--- src/rtl/block_dispatcher.sv ---
// Kernel launcher: splits a kernel's threads into fixed-size blocks, issues them
// to idle compute cores and raises done once every block has been completed.
module block_dispatcher #(
    parameter int NUM_CORES         = 2,
    parameter int THREADS_PER_BLOCK = 4
) (
    input  logic                                               clk,
    input  logic                                               reset,
    input  logic                                               start,
    input  logic [7:0]                                         thread_count,
    output logic                                               done,
    output logic [NUM_CORES-1:0]                               core_start,
    input  logic [NUM_CORES-1:0]                               core_done,
    output logic [NUM_CORES-1:0][7:0]                          core_block_id,
    output logic [NUM_CORES-1:0][$clog2(THREADS_PER_BLOCK):0]  core_thread_count
);
    localparam int SHIFT = $clog2(THREADS_PER_BLOCK);
    localparam int TCW   = SHIFT + 1;

    typedef enum logic [1:0] {IDLE, LAUNCH, RUN, DONE} state_e;

    state_e                         state_q, state_d;
    logic [7:0]                     count_q, total_q, disp_q, compl_q, compl_d;
    logic [NUM_CORES-1:0]           busy_q, busy_d, cstart_q;
    logic [NUM_CORES-1:0][7:0]      bid_q;
    logic [NUM_CORES-1:0][TCW-1:0]  btc_q;

    logic [NUM_CORES-1:0]           pick, comp;
    logic [7:0]                     ncomp;
    logic [8:0]                     blocks_sum;
    logic [15:0]                    offset, remain;
    logic [TCW-1:0]                 blk_tc;
    logic                           can_disp;

    // Block count is a ceiling divide done in 9 bits so 255+TPB-1 cannot overflow.
    assign blocks_sum = {1'b0, count_q} + 9'(THREADS_PER_BLOCK - 1);
    assign offset     = 16'(disp_q) * 16'(THREADS_PER_BLOCK);
    assign remain     = 16'(count_q) - offset;
    assign blk_tc     = (remain >= 16'(THREADS_PER_BLOCK)) ? TCW'(THREADS_PER_BLOCK)
                                                           : remain[TCW-1:0];
    assign can_disp   = (state_q == RUN) && (disp_q < total_q);

    // A done level seen while start is still pulsing is stale from the previous block.
    assign comp = (state_q == RUN) ? (busy_q & core_done & ~cstart_q) : '0;

    always_comb begin
        pick = '0;
        for (int i = NUM_CORES - 1; i >= 0; i--) begin
            if (!busy_q[i]) pick = NUM_CORES'(1) << i;
        end
        if (!can_disp) pick = '0;
    end

    always_comb begin
        ncomp = '0;
        for (int i = 0; i < NUM_CORES; i++) ncomp = ncomp + 8'(comp[i]);
    end

    assign busy_d  = (busy_q & ~comp) | pick;
    assign compl_d = compl_q + ncomp;

    always_ff @(posedge clk or negedge reset) begin
        if (!reset) state_q <= IDLE;
        else        state_q <= state_d;
    end

    always_comb begin
        state_d = state_q;
        case (state_q)
            IDLE:    if (start) state_d = LAUNCH;
            LAUNCH:  state_d = RUN;
            RUN:     if (compl_q == total_q) state_d = DONE;
            DONE:    if (!start) state_d = IDLE;
            default: state_d = IDLE;
        endcase
    end

    always_comb begin
        done = (state_q == DONE);
    end

    always_ff @(posedge clk or negedge reset) begin
        if (!reset) begin
            count_q  <= '0;
            total_q  <= '0;
            disp_q   <= '0;
            compl_q  <= '0;
            busy_q   <= '0;
            cstart_q <= '0;
            bid_q    <= '0;
            btc_q    <= '0;
        end else begin
            cstart_q <= pick;
            busy_q   <= busy_d;
            if (state_q == IDLE && start) begin
                count_q <= thread_count;
                disp_q  <= '0;
                compl_q <= '0;
            end else begin
                compl_q <= compl_d;
                if (|pick) disp_q <= disp_q + 8'd1;
            end
            if (state_q == LAUNCH) total_q <= 8'(blocks_sum >> SHIFT);
            for (int i = 0; i < NUM_CORES; i++) begin
                if (pick[i]) begin
                    bid_q[i] <= disp_q;
                    btc_q[i] <= blk_tc;
                end
            end
        end
    end

    assign core_start        = cstart_q;
    assign core_block_id     = bid_q;
    assign core_thread_count = btc_q;

endmodule

--- config.mk ---
export PLATFORM = sky130hd
export DESIGN_NAME = block_dispatcher
export DESIGN_NICKNAME = d
export VERILOG_FILES = /design/src/rtl/block_dispatcher.sv
export SDC_FILE = /design/constraint.sdc
export NUM_CORES = 1
export LEC_CHECK = 0
export ABC_AREA = 1
export CORE_MARGIN = 10
export CORE_UTILIZATION = 60
export CTS_BUF_LIST = sky130_fd_sc_hd__clkbuf_8
export CTS_CLUSTER_DIAMETER = 60
export CTS_CLUSTER_SIZE = 30
export DETAILED_ROUTE_END_ITERATION = 8
export PLACE_DENSITY = 0.85
export SLEW_MARGIN = 20
export SYNTH_ARGS = -nofsm -noshare
export SYNTH_HDL_FRONTEND = slang
export SYNTH_SLANG_ARGS = --single-unit
--- constraint.sdc ---
create_clock -name clk -period 6.5 [get_ports clk]
set_input_delay 0.975 -clock clk [delete_from_list [all_inputs] [get_ports clk]]
set_output_delay 0.975 -clock clk [all_outputs]
set_load 0.02 [all_outputs]
==> Word-level counts from Yosys, hierarchy flattened <==
Index checks and enable logic that the tools add are counted.
W data, S select, Z words.
{ "totals": {"input_bits": 13, "word_cells": 49, "output_inout_bits": 25, "reg_bits": 59} }
{ "op_classes": {"order_cmp": 2, "n_reduce_logical": 6, "add_sub_neg": 5, "n_eq_ne": 7, "n_mux": 12, "bitwise_logic": 6} }
{ "op_table": {"columns": ["cell", "count"], "rows": [
  ["$mux W8", 3],
  ["$ge A16 B3 Y1 const B", 1],
  ["$mux W2", 7],
  ["$sub A8 B10 Y11", 1],
  ["$add A8 B2 Y9 const B", 1],
  ["$add A8 B1 Y8 const B", 1],
  ["$add A8 B2 Y8", 1],
  ["$eq A8 B7 Y1", 1],
  ["$lt A8 B7 Y1", 1],
  ["$pmux W2 S4", 1],
  ["$and A2 B2 Y2", 3],
  ["$eq A2 B2 Y1 const B", 2],
  ["$ne A2 B2 Y1 const B", 2],
  ["$not A2 Y2", 2],
  ["$mux W3", 1],
  ["$reduce_and A3 Y1", 1],
  ["$add A1 B1 Y2", 1],
  ["$eq A2 B1 Y1 const B", 1],
  ["$logic_and A1 B1 Y1", 2],
  ["$logic_not A2 Y1", 1],
  ["$ne A2 B1 Y1 const B", 1],
  ["$or A2 B2 Y2", 1],
  ["$reduce_bool A2 Y1", 1],
  ["$reduce_or A2 Y1", 1]
]} }

==> Logic depth before layout (Yosys ltp) <==
Gate-level depths: netlist of run 1.
{ "logic_depth": {"ltp_word": 6, "depth_mapped": 11, "depth_no_buf": 11} }

==> Worst setup path before layout of run 1 <==
Ideal clock, no wire load.
{ "synth_timing": {"kind": "input -> register", "start": "input core_done[0]", "end": "register compl_q[6]", "cell_stages": 9, "required_time_ps": 6377, "setup_ps": 123, "setup_slack_ps": 4177, "path_buffers": 0, "arrival_ps": 2199, "cell_sequence": "nand3_1 > fa_1 > inv_1 > ha_1 > nand2_1 > nor3_1 > nand2_1 > o21ai_0 > a21oi_1"} }
{ "synth_between": {"elab_chain_len": 6} }
{ "synth_lines": {"columns": ["item", "line", "text"], "rows": [
  ["start: declaration", "13", "input logic [NUM_CORES-1:0] core_done,"],
  ["$and A2 B2 Y2 (2 in a row)", "44", "assign comp = (state_q == RUN) ? (busy_q & core_done & ~cstart_q) : '0;"],
  ["$mux W2", "44", null],
  ["$add A1 B1 Y2", "56", "for (int i = 0; i < NUM_CORES; i++) ncomp = ncomp + 8'(comp[i]);"],
  ["$add A8 B2 Y8", "60", "assign compl_d = compl_q + ncomp;"],
  ["$mux W8", "95", "if (state_q == IDLE && start) begin"],
  ["end signal: assignment", "100", "compl_q <= compl_d;"],
  ["end: declaration", "23", "logic [7:0] count_q, total_q, disp_q, compl_q, compl_d;"]
]} }
No other way between the ends.
A chain may end at the register's enable or synchronous reset.

==> Worst setup path after layout of run 1 <==
{ "layout_timing": {"start": "input core_done[0]", "end": "register compl_q[7]"} }
Same word-level chain as after synthesis.

==> results of run 1 <==
==> layout make-up <==
type,instances,share of cell area [%]
clock buffers,11,4.04
multi-input cells,252,38.2
flip-flops and latches,59,39.4
repair buffers,38,9.94
clock inverters,5,1.40
well taps,70,2.34
inverters,47,4.70
==> critical path, stage by stage <==
cell and delay [ns]:
clkdlybuf4s50_1 0.46, nand3_1 0.12, fa_1 0.42, inv_1 0.09, nand3_1 0.13, nor4_1 0.33
nand2_1 0.14, o21ai_0 0.22, a21oi_1 0.06
==> path summary, 6_finish.rpt <==
| path | cells after the start | start | end |
|---|---|---|---|
| max in group asynchronous | 2 | reset | core_block_id[6] |
| min reg2reg | 2 | core_block_id[15] | core_block_id[15] |
| max reg2reg | 10 | state_q[0] | compl_q[7] |
| min in group asynchronous | 2 | reset | count_q[4] |
| min | 2 | core_block_id[15] | core_block_id[15] |
| max | 9 | core_done[0] | compl_q[7] |
==> power by group <==
group	internal [mW]	total [mW]	switching (mW)
registers	0.464	0.554	0.0896
clock network	0.196	0.341	0.146
logic	0.248	0.647	0.399
==> state kept, by name (all words and copies together) (netlist names) <==
name,flops
compl_q,8
total_q,7
core_block_id,16
busy_q,2
count_q,8
disp_q,8
state_q,2
core_start,2
core_thread_count,6
==> metrics by stage <==
stage | area, um^2 | worst slack (ns) | util [%] | hold WS, ns
2_1_floorplan | 3150 | 4.18 | - | 0.449
3_3_place_gp | 3550 | 3.62 | 69.4 | 0.451
3_5_place_dp | 3550 | 3.53 | 69.4 | 0.451
4_1_cts | 3750 | 3.79 | 73.4 | 0.469
5_1_grt | 3750 | 3.70 | 73.4 | 0.508
6_report | 3750 | 3.78 | 73.4 | 0.469
==> cells in the mapped netlist, drive strengths merged <==
library cell / number / share of area, %
fa: 2 / 1.3
nand3: 31 / 5.7
inv: 47 / 5.6
buf: 6 / 1.7
o22ai: 2 / 0.40
a21oi: 10 / 1.6
o21ai: 33 / 6.8
or2: 2 / 0.40
xor2: 7 / 1.9
dfrtp: 59 / 47
a31oi: 1 / 0.20
ha: 19 / 7.6
clkbuf: 2 / 0.24
nor2: 19 / 2.3
nor4: 1 / 0.20
xnor2: 2 / 0.56
o211ai: 1 / 0.40
nor3: 6 / 0.95
nand2: 105 / 13
o31ai: 1 / 0.24
nand3b: 3 / 0.72
nand4: 6 / 1.2
and3: 1 / 0.36
==> routing by layer <==
metal,routed length [um],up-vias,global-route usage (%)
li1,-,1260,-
met1,3170,1231,21.1
met2,3490,56,28.6
met3,351,16,4.76
met4,152,0,9.13
met5,0,-,0
==> cell families after synthesis <==
| kind of cell | Yosys count |
|---|---|
| buffers and inverters | 55 |
| AND/OR/NAND/NOR | 174 |
| flip-flops | 59 |
| XOR/XNOR | 9 |
| AO/OA/AOI/OAI | 48 |
| adder cells (fa/ha/maj) | 21 |
==> results.md, run 1 <==
* Largest family of logic cells by synthesized area: simple AND/OR/NAND/NOR gates
* Final cell count without fillers at 482
* XOR/XNOR Fraction of Synth Area at 2.50%
* Seq/Total Area, Yosys at 46.9%
* Area of the multi-input gates at 1430 um^2
* Post-synthesis instance total at 366
* Nets at 441
* Final GP Congestion at 0.911
* Worst min path class: flip-flop to flip-flop
* Rows at 26
* DR iter-0 viols at 166
* Core Area at 5110 um^2
* Synth Area in Adders at 8.82%
* Flop2flop setup slack at 3.99 ns
* Overall routing resource usage at 17.6%
* Post-synthesis compound-gate area fraction at 9.62%
* Die W at 92.4 um
* Number of global-route vias before repair at 2582
* Antenna diode count at 0
* Max-cap violations at 0
* Number of top-level pins at 38
* H-Tree Depth at 3
* Die footprint at 8540 um^2
* Final hold violation count at 0
* Crit Path Class: input port to flip-flop
* Total chip power at 1.54 mW
* Clock slew at reported path FFs at 0.07 ns
* CTS Hold Bufs at 0
* Gr ovfl total at 0
* Post-DP HPWL at 5180 um
* Postcts setup bufs at 0
* Number of synthesized register bits at 59
* Register area at 1480 um^2
* Most frequent cells in the layout: nand2_1, dfrtp_1, inv_1
* Via count at 2563
* Fillers at 383
* CTS tree: built
* Initial Utilization at 61.6%
* Max FO, Critical Path at 4
* Die Ht at 92.4 um
* Setup tns final at 0 ns
* Distinct cells, synth at 30
* Lkg Pwr at 1.88 nW
* Simple-gate share of the synthesized area at 24.6%
* Wire per inst at 14.9 um
* Yosys Warn Count at 0
* Worst setup SP type: input port
* Drt via density at 5.32
* First-pass GRT wire length at 12100 um
* # resized after CTS at 0
* Layout cells sized above 1 at 9.95%
* Syn Area/Cell at 8.60 um^2
* Post-synthesis cell area at 3150 um^2
* First-pass detailed-route iteration total at 4
* Pwr/cell area at 411 nW/um^2
* Root buffer cell: clkbuf_8
* Dpl cells at 466
* Post-synthesis mux area share at 0%
* Fmax at 367 MHz
* Shortest clock period the worst path allows after layout at 2.72 ns
* Max Transition Viols Final at 0
* DRC at 0
* Final Cycle Share at 41.9%
* Max-slew headroom at 47.1%
* Largest net degree at the start of global routing at 60
* Later-pin clock latency in the skew report at 0.35 ns
* Clock sink count at 59
* Antenna violations before repair at 0
* Crit. End Element: flip-flop
* Post-DRT Antenna Nets at 0
* Status: complete, no violations
* Final-report setup violation count at 0
* Post-Syn Nets at 400
* RSZ-0062 raised after global routing: false
* Clock Skew at 0.00922 ns
* Worst-margin pin slew at 0.791 ns
* I/O Buffers at 37
* Area grow syn2layout at 19.1%
* CTS max path bufs at 2
* Commonest non-fill, non-tap cell in the layout: nand2_1
* Peak VDD IR at 0.000212 V
* WP data arrival at 2.95 ns
* TritonCTS buffer count at 9
* WL final at 7160 um
* CP required at 6.73 ns
(Power assumes the default switching activity.)
==> run 2: changes to the inputs <==
- CORE_UTILIZATION: 60 -> 52
- PLACE_DENSITY: 0.85 -> 0.78
- clock period: 6.5 -> 2.3 ns (I/O delays scaled with it)
==> results.md, run 2 (synthesis gave the netlist of run 1 again) <==
* Max Used Layer: met4
* Area grow syn2layout at 22.6%
* Postcts setup bufs at 0 (unchanged)
* Most frequent cells in the layout: nand2_1, dfrtp_1, inv_1
* Root buffer cell: clkbuf_8
* Total chip power at 4.56 mW (+200%)
* Rows at 28 (+7.7%)
* Lkg Pwr at 1.91 nW (+2.0%)
* Gr ovfl total at 0 (unchanged)
* Commonest non-fill, non-tap cell in the layout: nand2_1
* Core Area at 5890 um^2 (+15%)
* Number of top-level pins at 38 (unchanged)
* Worst setup SP type: flip-flop
* Max reg flops at 16 (unchanged)
* Via count at 2576 (+0.51%)
* Fmax at 474 MHz
* Fillers at 483 (+26%)
* DR iter-0 viols at 151 (-9.0%)
* Reg2Reg Depth at 9 (-1)
* Crit Path Class: flip-flop to flip-flop
* Met3 wire length at 375 um (+6.8%)
* Setup tns final at 0 ns (unchanged)
* Clock slew at reported path FFs at 0.07 ns (about the same)
* Drt via density at 5.21 (-1.9%)
* First-pass GRT wire length at 12800 um (+5.8%)
* WP data arrival at 2.39 ns (-0.56 ns)
* H-Tree Depth at 3 (unchanged)
* Flop2flop setup slack at 0.19 ns (-3.80 ns)
* WL final at 7490 um (+4.5%)
* Layout cells sized above 1 at 12.6% (+2.7 points)
* Antenna diode count at 0 (unchanged)
* Worst min path class: input port to asynchronous set/reset pin
* Initial Utilization at 53.5% (-8.2 points)
* Clock sink count at 59 (unchanged)
* Metal2 WL at 3640 um (+4.3%)
* Die Ht at 97.8 um (+5.8%)
* Post-DRT Antenna Nets at 0 (unchanged)
* Peak VDD IR at 0.000757 V (+260%)
* Pwr/cell area at 1180 nW/um^2 (+190%)
* Clock Skew at 0.00612 ns (-0.00311 ns)
* I/O Buffers at 37 (unchanged)
* Max FO, Critical Path at 3 (-1)
* Max-cap violations at 0 (unchanged)
* Crit path to: core_thread_count[4]
* Wire per inst at 15.2 um (+2.0%)
* Antenna violations before repair at 0 (unchanged)
* Nets at 448 (+1.6%)
* CP required at 2.58 ns (-4.15 ns)
* DRC at 0 (unchanged)
* FF-to-FF Start: count_q[2]
* Worst R2R End: core_thread_count[4]
* CTS max path bufs at 2 (unchanged)
* Crit. End Element: flip-flop
* Worst-margin pin slew at 0.487 ns (-0.304 ns)
* WHS at 0.439 ns (-0.0303 ns)
* Status: complete, no violations
* Max Transition Viols Final at 0 (unchanged)
* Largest net degree at the start of global routing at 27 (-55%)
* Final hold violation count at 0 (unchanged)
* Max-slew headroom at 67.4% (+20 points)
* Overall routing resource usage at 16.2% (-1.4 points)
* M1 WL at 3270 um (+3.3%)
* Shortest clock period the worst path allows after layout at 2.11 ns
* Post-DP HPWL at 5410 um (+4.3%)
* Die footprint at 9570 um^2 (+12%)
* Final GP Congestion at 0.888 (-2.6%)
* First-pass detailed-route iteration total at 4 (unchanged)
* Final-report setup violation count at 0 (unchanged)
* Die W at 97.8 um (+5.8%)
* TritonCTS buffer count at 9 (unchanged)
* Later-pin clock latency in the skew report at 0.35 ns (about the same)
* Number of global-route vias before repair at 2579 (-0.12%)
* CTS tree: built
* Crit path from: count_q[2]
* Final Cycle Share at 91.7%
## run 2: metrics by stage
stage	cells	utilization [%]	setup WS [ns]	area [um^2]
after floorplan	366	-	0.222	3150
after global placement	477	61.1	0.0163	3600
after detailed placement	477	61.1	-0.0143	3600
after CTS	494	65.3	0.0508	3840
after global routing	494	65.6	-0.0135	3860
final	494	65.6	0.190	3860
## run 2: how the worst min path moves through the flow
stage / slack [ns] / to / startpoint / depth (start not counted)
floorplan: 0.05 / busy_q[0] / reset / 0
finish: 0.44 / compl_q[3] / reset / 2
detailed placement: 0.28 / count_q[7] / reset / 1
global placement: 0.28 / count_q[7] / reset / 1
global route: 0.48 / count_q[7] / reset / 2
CTS: 0.44 / compl_q[3] / reset / 2
## run 2: critical path, stage by stage, from the launching register on
cell	delay, ns
dfrtp_1	0.39
inv_1	0.12
ha_1	0.24
fa_1	0.49
nand2_1	0.05
nor2_1	0.11
nand3b_1	0.08
nor2_1	0.21
nand4_1	0.21
o21ai_2	0.15
## run 2: cell type report
cell class	instances	area (um^2)	share of cell area, %
clock buffer	11	151	3.92
sequential	59	1480	38.2
multi-input combinational	252	1460	37.8
inverter	47	176	4.57
tap	75	93.8	2.43
clock inverter	5	75.1	1.94
timing repair buffer	45	428	11.1
## run 2: what timing repair did
action,in CTS,in global routing
setup endpoints to repair,1,2
gates cloned,0,0
hold buffers,1,0
resized for setup,2,5
hold endpoints to repair,15,0
## run 2: power breakdown
group / switching [mW] / internal [mW] / leakage, nW
registers: 0.230 / 1.31 / 0.783
clock network: 0.417 / 0.663 / 0.119
logic: 1.19 / 0.747 / 1.01
## run 2: metal layers
layer | track usage, % | vias to the layer above
li1 | - | 1279
met1 | 20.1 | 1215
met2 | 26.1 | 66
met3 | 3.38 | 16
met4 | 8.39 | 0
met5 | 0 | -
